--- src/rtl/tmds_pkg.sv ---
// Shared constants, state type and helpers for the TMDS lane encoder.
// Used by both the transition-minimizing stage and the DC-balance stage.
package tmds_pkg;

    localparam int unsigned TALLY_W = 5;

    localparam logic [9:0] CTRL_TOKEN_00 = 10'b1101010100;
    localparam logic [9:0] CTRL_TOKEN_01 = 10'b0010101011;
    localparam logic [9:0] CTRL_TOKEN_10 = 10'b0101010100;
    localparam logic [9:0] CTRL_TOKEN_11 = 10'b1010101011;

    typedef enum logic {
        CTRL  = 1'b0,
        VIDEO = 1'b1
    } enc_state_e;

    function automatic logic [3:0] popcount8(input logic [7:0] v);
        logic [3:0] cnt;
        cnt = '0;
        for (int unsigned i = 0; i < 8; i++) begin
            cnt = cnt + {3'b000, v[i]};
        end
        return cnt;
    endfunction

    function automatic logic [9:0] ctrl_token(input logic [1:0] c);
        logic [9:0] tok;
        case (c)
            2'b00:   tok = CTRL_TOKEN_00;
            2'b01:   tok = CTRL_TOKEN_01;
            2'b10:   tok = CTRL_TOKEN_10;
            default: tok = CTRL_TOKEN_11;
        endcase
        return tok;
    endfunction

endpackage

--- src/rtl/tmds_channel_encoder_tm_choice.sv ---
// Transition-minimizing stage: 8b pixel -> 9b q_m, bit 8 = 1 for XOR chain, 0 for XNOR.
// Purely combinational; registered by the encoder's first pipeline stage.
module tm_choice
    import tmds_pkg::*;
(
    input  logic [7:0] data_in,
    output logic [8:0] q_m_out
);

    logic [3:0] n1;
    logic       use_xnor;
    logic [7:0] chain;

    always_comb begin
        n1       = popcount8(data_in);
        // XNOR wins on a majority of ones, or a tie with bit 0 clear.
        use_xnor = (n1 > 4'd4) || ((n1 == 4'd4) && !data_in[0]);
        chain    = '0;
        chain[0] = data_in[0];
        for (int unsigned i = 1; i < 8; i++) begin
            if (use_xnor) begin
                chain[i] = ~(chain[i-1] ^ data_in[i]);
            end else begin
                chain[i] = chain[i-1] ^ data_in[i];
            end
        end
        q_m_out = {~use_xnor, chain};
    end

endmodule

--- src/rtl/tmds_channel_encoder.sv ---
// One TMDS lane: two-stage pipeline (tm_choice -> DC balance / control token select).
// Output symbol and running disparity are registered; reset is asynchronous.
module tmds_channel_encoder
    import tmds_pkg::*;
(
    input  logic                clk_in,
    input  logic                rst_in,
    input  logic [7:0]          data_in,
    input  logic [1:0]          control_in,
    input  logic                ve_in,
    output logic [9:0]          tmds_out,
    output logic [TALLY_W-1:0]  tally_out
);

    logic [8:0] qm_c;

    logic [8:0] qm_d,   qm_q;
    logic       ve_d,   ve_q;
    logic [1:0] ctrl_d, ctrl_q;

    enc_state_e                 state_d, state_q;
    logic [9:0]                 tmds_d,  tmds_q;
    logic signed [TALLY_W-1:0]  tally_d, tally_q;

    logic [3:0]                 n1;
    logic signed [TALLY_W-1:0]  disp;
    logic signed [TALLY_W-1:0]  tally_cur;

    tm_choice u_tm_choice (
        .data_in (data_in),
        .q_m_out (qm_c)
    );

    always_comb begin
        qm_d   = qm_c;
        ve_d   = ve_in;
        ctrl_d = control_in;
    end

    always_ff @(posedge clk_in or posedge rst_in) begin
        if (rst_in) begin
            qm_q   <= '0;
            ve_q   <= 1'b0;
            ctrl_q <= '0;
        end else begin
            qm_q   <= qm_d;
            ve_q   <= ve_d;
            ctrl_q <= ctrl_d;
        end
    end

    always_comb begin
        state_d   = ve_q ? VIDEO : CTRL;
        n1        = popcount8(qm_q[7:0]);
        // N1 - N0 = 2*N1 - 8, kept in tally width.
        disp      = $signed({n1, 1'b0}) - 5'sd8;
        // Entering video from control always starts from a zero tally.
        tally_cur = (state_q == VIDEO) ? tally_q : '0;
        tmds_d    = ctrl_token(ctrl_q);
        tally_d   = '0;

        if (state_d == VIDEO) begin
            if ((tally_cur == '0) || (n1 == 4'd4)) begin
                tmds_d  = {~qm_q[8], qm_q[8], qm_q[8] ? qm_q[7:0] : ~qm_q[7:0]};
                tally_d = qm_q[8] ? (tally_cur + disp) : (tally_cur - disp);
            end else if ((!tally_cur[TALLY_W-1] && (n1 > 4'd4)) ||
                         ( tally_cur[TALLY_W-1] && (n1 < 4'd4))) begin
                tmds_d  = {1'b1, qm_q[8], ~qm_q[7:0]};
                tally_d = tally_cur + (qm_q[8] ? 5'sd2 : 5'sd0) - disp;
            end else begin
                tmds_d  = {1'b0, qm_q[8], qm_q[7:0]};
                tally_d = tally_cur - (qm_q[8] ? 5'sd0 : 5'sd2) + disp;
            end
        end
    end

    always_ff @(posedge clk_in or posedge rst_in) begin
        if (rst_in) begin
            state_q <= CTRL;
            tmds_q  <= '0;
            tally_q <= '0;
        end else begin
            state_q <= state_d;
            tmds_q  <= tmds_d;
            tally_q <= tally_d;
        end
    end

    assign tmds_out  = tmds_q;
    assign tally_out = tally_q;

    tally_in_range: assert property (@(posedge clk_in) disable iff (rst_in)
        (tally_q <= 5'sd10) && (tally_q >= -5'sd10));

endmodule

--- config.mk ---
export PLATFORM = sky130hd
export DESIGN_NAME = tmds_channel_encoder
export DESIGN_NICKNAME = d
export VERILOG_FILES = /design/src/rtl/tmds_pkg.sv /design/src/rtl/tmds_channel_encoder_tm_choice.sv /design/src/rtl/tmds_channel_encoder.sv
export SDC_FILE = /design/constraint.sdc
export NUM_CORES = 1
export LEC_CHECK = 0
export BUFFER_PORTS_ARGS = -buffer_cell sky130_fd_sc_hd__buf_2
export CAP_MARGIN = 20
export CORE_MARGIN = 2
export CORE_UTILIZATION = 41
export DETAILED_ROUTE_END_ITERATION = 16
export PLACE_DENSITY = 0.6
export SETUP_SLACK_MARGIN = 0.3
export SKIP_LAST_GASP = 1
export SYNTH_ARGS = -nofsm -noshare
export SYNTH_HDL_FRONTEND = slang
export SYNTH_SLANG_ARGS = --single-unit
--- constraint.sdc ---
create_clock -name clk_in -period 10.32 [get_ports clk_in]
set_clock_uncertainty 0.15 [all_clocks]
set_input_delay 1.548 -clock clk_in [delete_from_list [all_inputs] [get_ports clk_in]]
set_output_delay 1.548 -clock clk_in [all_outputs]
set_load 0.005 [all_outputs]
# --- Yosys cells after proc, flatten, opt, wreduce, memory -nomap -nowiden ---
# Cells that the tools add are included.
totals:
  wordCells: 81
  ff_bits: 28
op_classes:
  reduce_logical: 10
  n_lt_le_gt_ge: 3
  n_eq_ne: 4
  muxes: 20
  add_sub_neg: 21
  n_bitwise: 17
ops:
  columns: ["operator", "count"]
  rows:
  - ["4-bit by 1-bit adder with 4-bit output", 10]
  - ["10-bit two-way mux", 3]
  - ["10-bit one-hot mux with 3 select lines", 1]
  - ["5-bit two-way mux", 5]
  - ["5-bit adder", 2]
  - ["5-bit subtractor", 2]
  - ["1-bit inverter", 9]
  - ["4-bit by 3-bit equality test with 1-bit output, second input constant", 2]
  - ["4-bit by 3-bit > comparator with 1-bit output, second input constant", 2]
  - ["1-bit two-way mux", 8]
  - ["8-bit two-way mux", 1]
  - ["8-bit inverter", 1]
  - ["1-bit bitwise XOR", 7]
  - ["5-bit by 3-bit adder with 5-bit output", 1]
  - ["5-bit zero test", 1]
  - ["5-bit by 3-bit subtractor with 5-bit output", 1]
  - ["5-bit subtractor, second input constant", 1]
  - ["1-bit by 1-bit adder with 2-bit output", 2]
  - ["3-bit by 1-bit adder with 4-bit output", 1]
  - ["4-bit by 3-bit less-than comparator with 1-bit output, second input constant", 1]
  - ["2-bit two-way mux", 2]
  - ["2-bit by 1-bit adder with 3-bit output", 1]
  - ["1-bit logical AND", 3]
  - ["1-bit logical OR", 3]
  - ["other kinds (4)", 5]

# --- Longest topological paths before layout ---
depth:
  word_depth: 29
  mapped_depth: 17
  depth_no_buf: 17

# --- By module ---
# Synthesis repeated with hierarchy kept, for this count alone.
hier_totals:
  hier_cells: 220
  hier_area_um2: 2306.0
by_module_without_submodules:
  columns: ["module", "n_inst", "cells_per_inst", "seq_area_each_um2", "area_per_inst_um2"]
  rows:
  - ["tmds_channel_encoder", 1, 191, 700.7, 1995.7]
  - ["tm_choice", 1, 29, 0.0, 310.3]

# --- Worst setup path after synthesis ---
# Ideal clock, no wire load.
synth_path:
  kind: "input port to flip-flop"
  startpoint: "input data_in[0]"
  endpoint: "register qm_q[7]"
  t_arrival_ns: 4.667
  t_required_ns: 10.043
  n_path_buf: 0
  slack_ns: 5.376
  setup_ns: 0.127
  path_stages: 12
  path_cell_list: "ha_1 -> inv_1 -> fa_1 -> fa_1 -> inv_1 -> fa_1 -> fa_1 -> nor3b_1 -> o21ai_0 -> a21oi_1 -> xnor2_1 -> xnor2_1"
synth_via:
  elab_chain_cells: 29
  elab_cells_between_ends: 33
synth_lines:
  columns: ["item", "line", "rtl"]
  rows:
  - ["start: declaration", "tmds_channel_encoder.sv:8", "input logic [7:0] data_in,"]
  - ["branches (longest 28 deep; another with 4-bit by 1-bit adder with 4-bit output)", null, null]
  - ["1-bit two-way mux (*)", "tmds_channel_encoder_tm_choice.sv:21", "if (use_xnor) begin"]
  - ["via qm_c[7]", "tmds_channel_encoder.sv:15", "logic [8:0] qm_c;"]
  - ["end signal: assignment", "tmds_channel_encoder.sv:46", "qm_q <= qm_d;"]
  - ["end: declaration", "tmds_channel_encoder.sv:17", "logic [8:0] qm_d, qm_q;"]
# Mark *: on every way through the listed nets, which the timed path passes.

# --- Final worst setup path ---
# Ends and elaborated chain as after synthesis.

==> impl_results.md <==
- Vias: roughly 1400
- Initial Util: between 40% and 50%
- Post-Syn Area per Cell: between 10 and 15 um^2
- Placed Cells: about 300
- CTS tree: built
- Post-synth EDFFs: 0
- Reg clk slew, reported paths: approximately 0.09 ns
- TritonCTS Buffers: 3
- CP Max Fanout: 5
- Critical path's largest stage delay: approximately 0.49 ns
- RR Startpoint: qm_q[0]
- Top cells by area, synth: dfrtp_1, ha_1, fa_1
- Final nets: ~280
- Root buf cell: clkbuf_8
- Layout Area Growth over Synthesis: 12.85%
- Mapped cell area: ~2100 um^2
- Skew-Pair Late Insertion Delay: around 0.27 ns
- Most common library cells after synthesis: inv_1, dfrtp_1, ha_1, xnor2_1, fa_1
- DIE WIDTH: 76.28 um
- GRT Resource Usage Total: 13.17%
- Fin crit period: between 5 and 6 ns
- Ports: 28
- Worst Path Arrival: 5.08 ns
- Status: finished, final reports clean
- Port bufs: 27
- Sink of the worst hold path: tmds_out[7]
- Startpoint types: primary input
- Vias in the first global route: 1332
- Area after DPL: about 2300 um^2
- Core ar.: 5075 um^2
- Yosys warnings: 0
- Post-CTS Setup Repair Bufs: 0
- Ys async rst share: 100.0%
- Wire per inst: between 10 and 15 um
- Global-route wire length before repair: 6.285 mm
- Core Rows: 26
- Clock buffer depth: 2
- Crit Path Category: in2reg
- Top FF cell, synth: dfrtp_1
- Total grt overflow: 0
- R2R setup slack: about 5.4 ns
- Most frequent cell after synthesis: inv_1
- Reg2reg path depth: 17
- Critical-path cell list: buf_2 > ha_1 > inv_1 > fa_1 > fa_1 > inv_1 > fa_1 > fa_1 > nor3b_1 > o21ai_0 > a21oi_1 > xnor2_1 > xnor2_1
- FF+latch count, synth: 28
- Critical R2R Capture: tally_out[4]
- Cell taking the most area after synthesis: dfrtp_1
- Slew at the pin closest to its max-slew limit: between 0.5 and 0.6 ns
- H-tree levels: 1
- Max-cap viol count: 0
- Routed wire length: 3.477 mm
- Hold WS: about 0.45 ns
- Fraction of final layout cells sized beyond drive strength 1: 16.52%
- CP Capture Type: register
- HP Start: qm_q[7]
- Hold buffers post-CTS: 0
- Final-report setup violation count: 0
- Critical-path top delay cell: fa_1
- CP Data Required Time: between 10 and 15 ns
- DRT iter0 DRCs: 60
- Max-slew violations: 0
- Worst slew margin: ~60%
- Hold crit path type: reg2reg
- Fillers: ~500
- Gpl congestion: approximately 0.8
- Cell mode on critical path: fa_1
- Die footprint: between 5000 and 6000 um^2
- Period utilisation layout: 48.73%
- Detailed Place HPWL: 2.855 mm
- Drt first pass iters: 4
- Post-route cell area: around 2400 um^2
- Setup_tns: 0 ns
- Post-DRT Antenna Nets: 0
- Inserted Diodes: 0
- Finished Layout Cells: 300
- Top-area cell type share of the netlist area: 32.71%
- RSZ-0062 raised after global routing: no
- Drt via density: roughly 4.7
- DRC errors left: 0
- Sequential element share of the synthesized area: 32.71%
- Cts repair resizes: 0
- Post-Syn Instances: between 200 and 250
- Hold depth: 2
- Highest clock rate: 0.1988 GHz
- Largest net degree at the start of global routing: 29
- Sink Count: 28
- Syn Nets: ~260
- Final hold violations: 0
- Antenna violations before repair: 0
- Cell variety after synth: 37
- Die Ht: roughly 76 um
how the worst max path moves through the flow:
stage / startpoint / to / depth (start not counted)
after CTS: data_in[0] / qm_q[7] / 13
after global routing: data_in[0] / qm_q[7] / 13
after detailed placement: data_in[0] / qm_q[7] / 13
after floorplan: data_in[0] / qm_q[7] / 12
after global placement: data_in[0] / qm_q[7] / 13
final: data_in[0] / qm_q[7] / 13
stage by stage:
step / setup WS (ns) / util, %
final: 5.291 / 47.63
after detailed placement: 4.986 / 45.93
after floorplan: 5.376 / -
after global routing: 5.059 / 47.63
after global placement: 5.089 / 45.93
after CTS: 5.280 / 47.34
area by class of cell:
type | count | area [um^2] | share of cell area [%]
clock inverter | 1 | 30.03 | 1.242
multi-input combinational | 133 | 1269 | 52.48
timing repair buffer | 28 | 150.1 | 6.211
sequential | 28 | 700.7 | 28.99
clock buffer | 3 | 41.29 | 1.708
inverter | 37 | 138.9 | 5.745
tap | 70 | 87.58 | 3.623
per-layer routing:
metal / vias to the layer above / global-route usage, % / wire (um)
li1: 722 / - / -
met1: 663 / 19.46 / 1755
met2: 22 / 20.62 / 1595
met3: 4 / 1.303 / 83
met4: 0 / 3.818 / 44
met5: - / 0 / 0
critical path: cells and delay by family:
| family | cells | cell delay [ns] |
|---|---|---|
| fa+ha+maj | 5 | 2.09 |
| compound gates | 2 | 0.61 |
| xor+xnor | 2 | 0.33 |
| simple gates | 1 | 0.26 |
| buf+inv | 3 | 0.23 |
cells by family (layout without fill, tap and decap cells):
| family | count (synthesis) | after routing | share of synthesized area (%) |
|---|---|---|---|
| AO/OA/AOI/OAI | 38 | 38 | 11.74 |
| XOR/XNOR | 21 | 21 | 9.871 |
| adder cells (fa/ha/maj) | 38 | 38 | 26.75 |
| buffers and inverters | 43 | 69 | 8.060 |
| flip-flops | 28 | 28 | 32.71 |
| multiplexers | 2 | 2 | 0.9346 |
| AND/OR/NAND/NOR | 34 | 34 | 9.931 |
cell usage in the layout, fill, tap and decap left out, drive strengths merged, types with 2 or more instances in the layout:
cell,instances
o211ai,2
inv,37
xnor2,14
clkbuf,3
buf,28
mux2i,2
a31oi,9
o21ai,10
or3b,2
nor3,4
fa,13
o211a,3
a21oi,9
dfrtp,28
nand3,2
xnor3,2
xor2,5
or3,8
and3,2
nor3b,2
nand2,7
ha,25
a21o,4
and2,2
registers in the layout, indices dropped and copies added (netlist names):
signal / flops
tally_out: 5
state_q: 1
ctrl_q: 2
ve_q: 1
tmds_out: 10
qm_q: 9
Power is not shown: default switching activity piles up to over one toggle a cycle in this logic, so the estimate is an artifact.
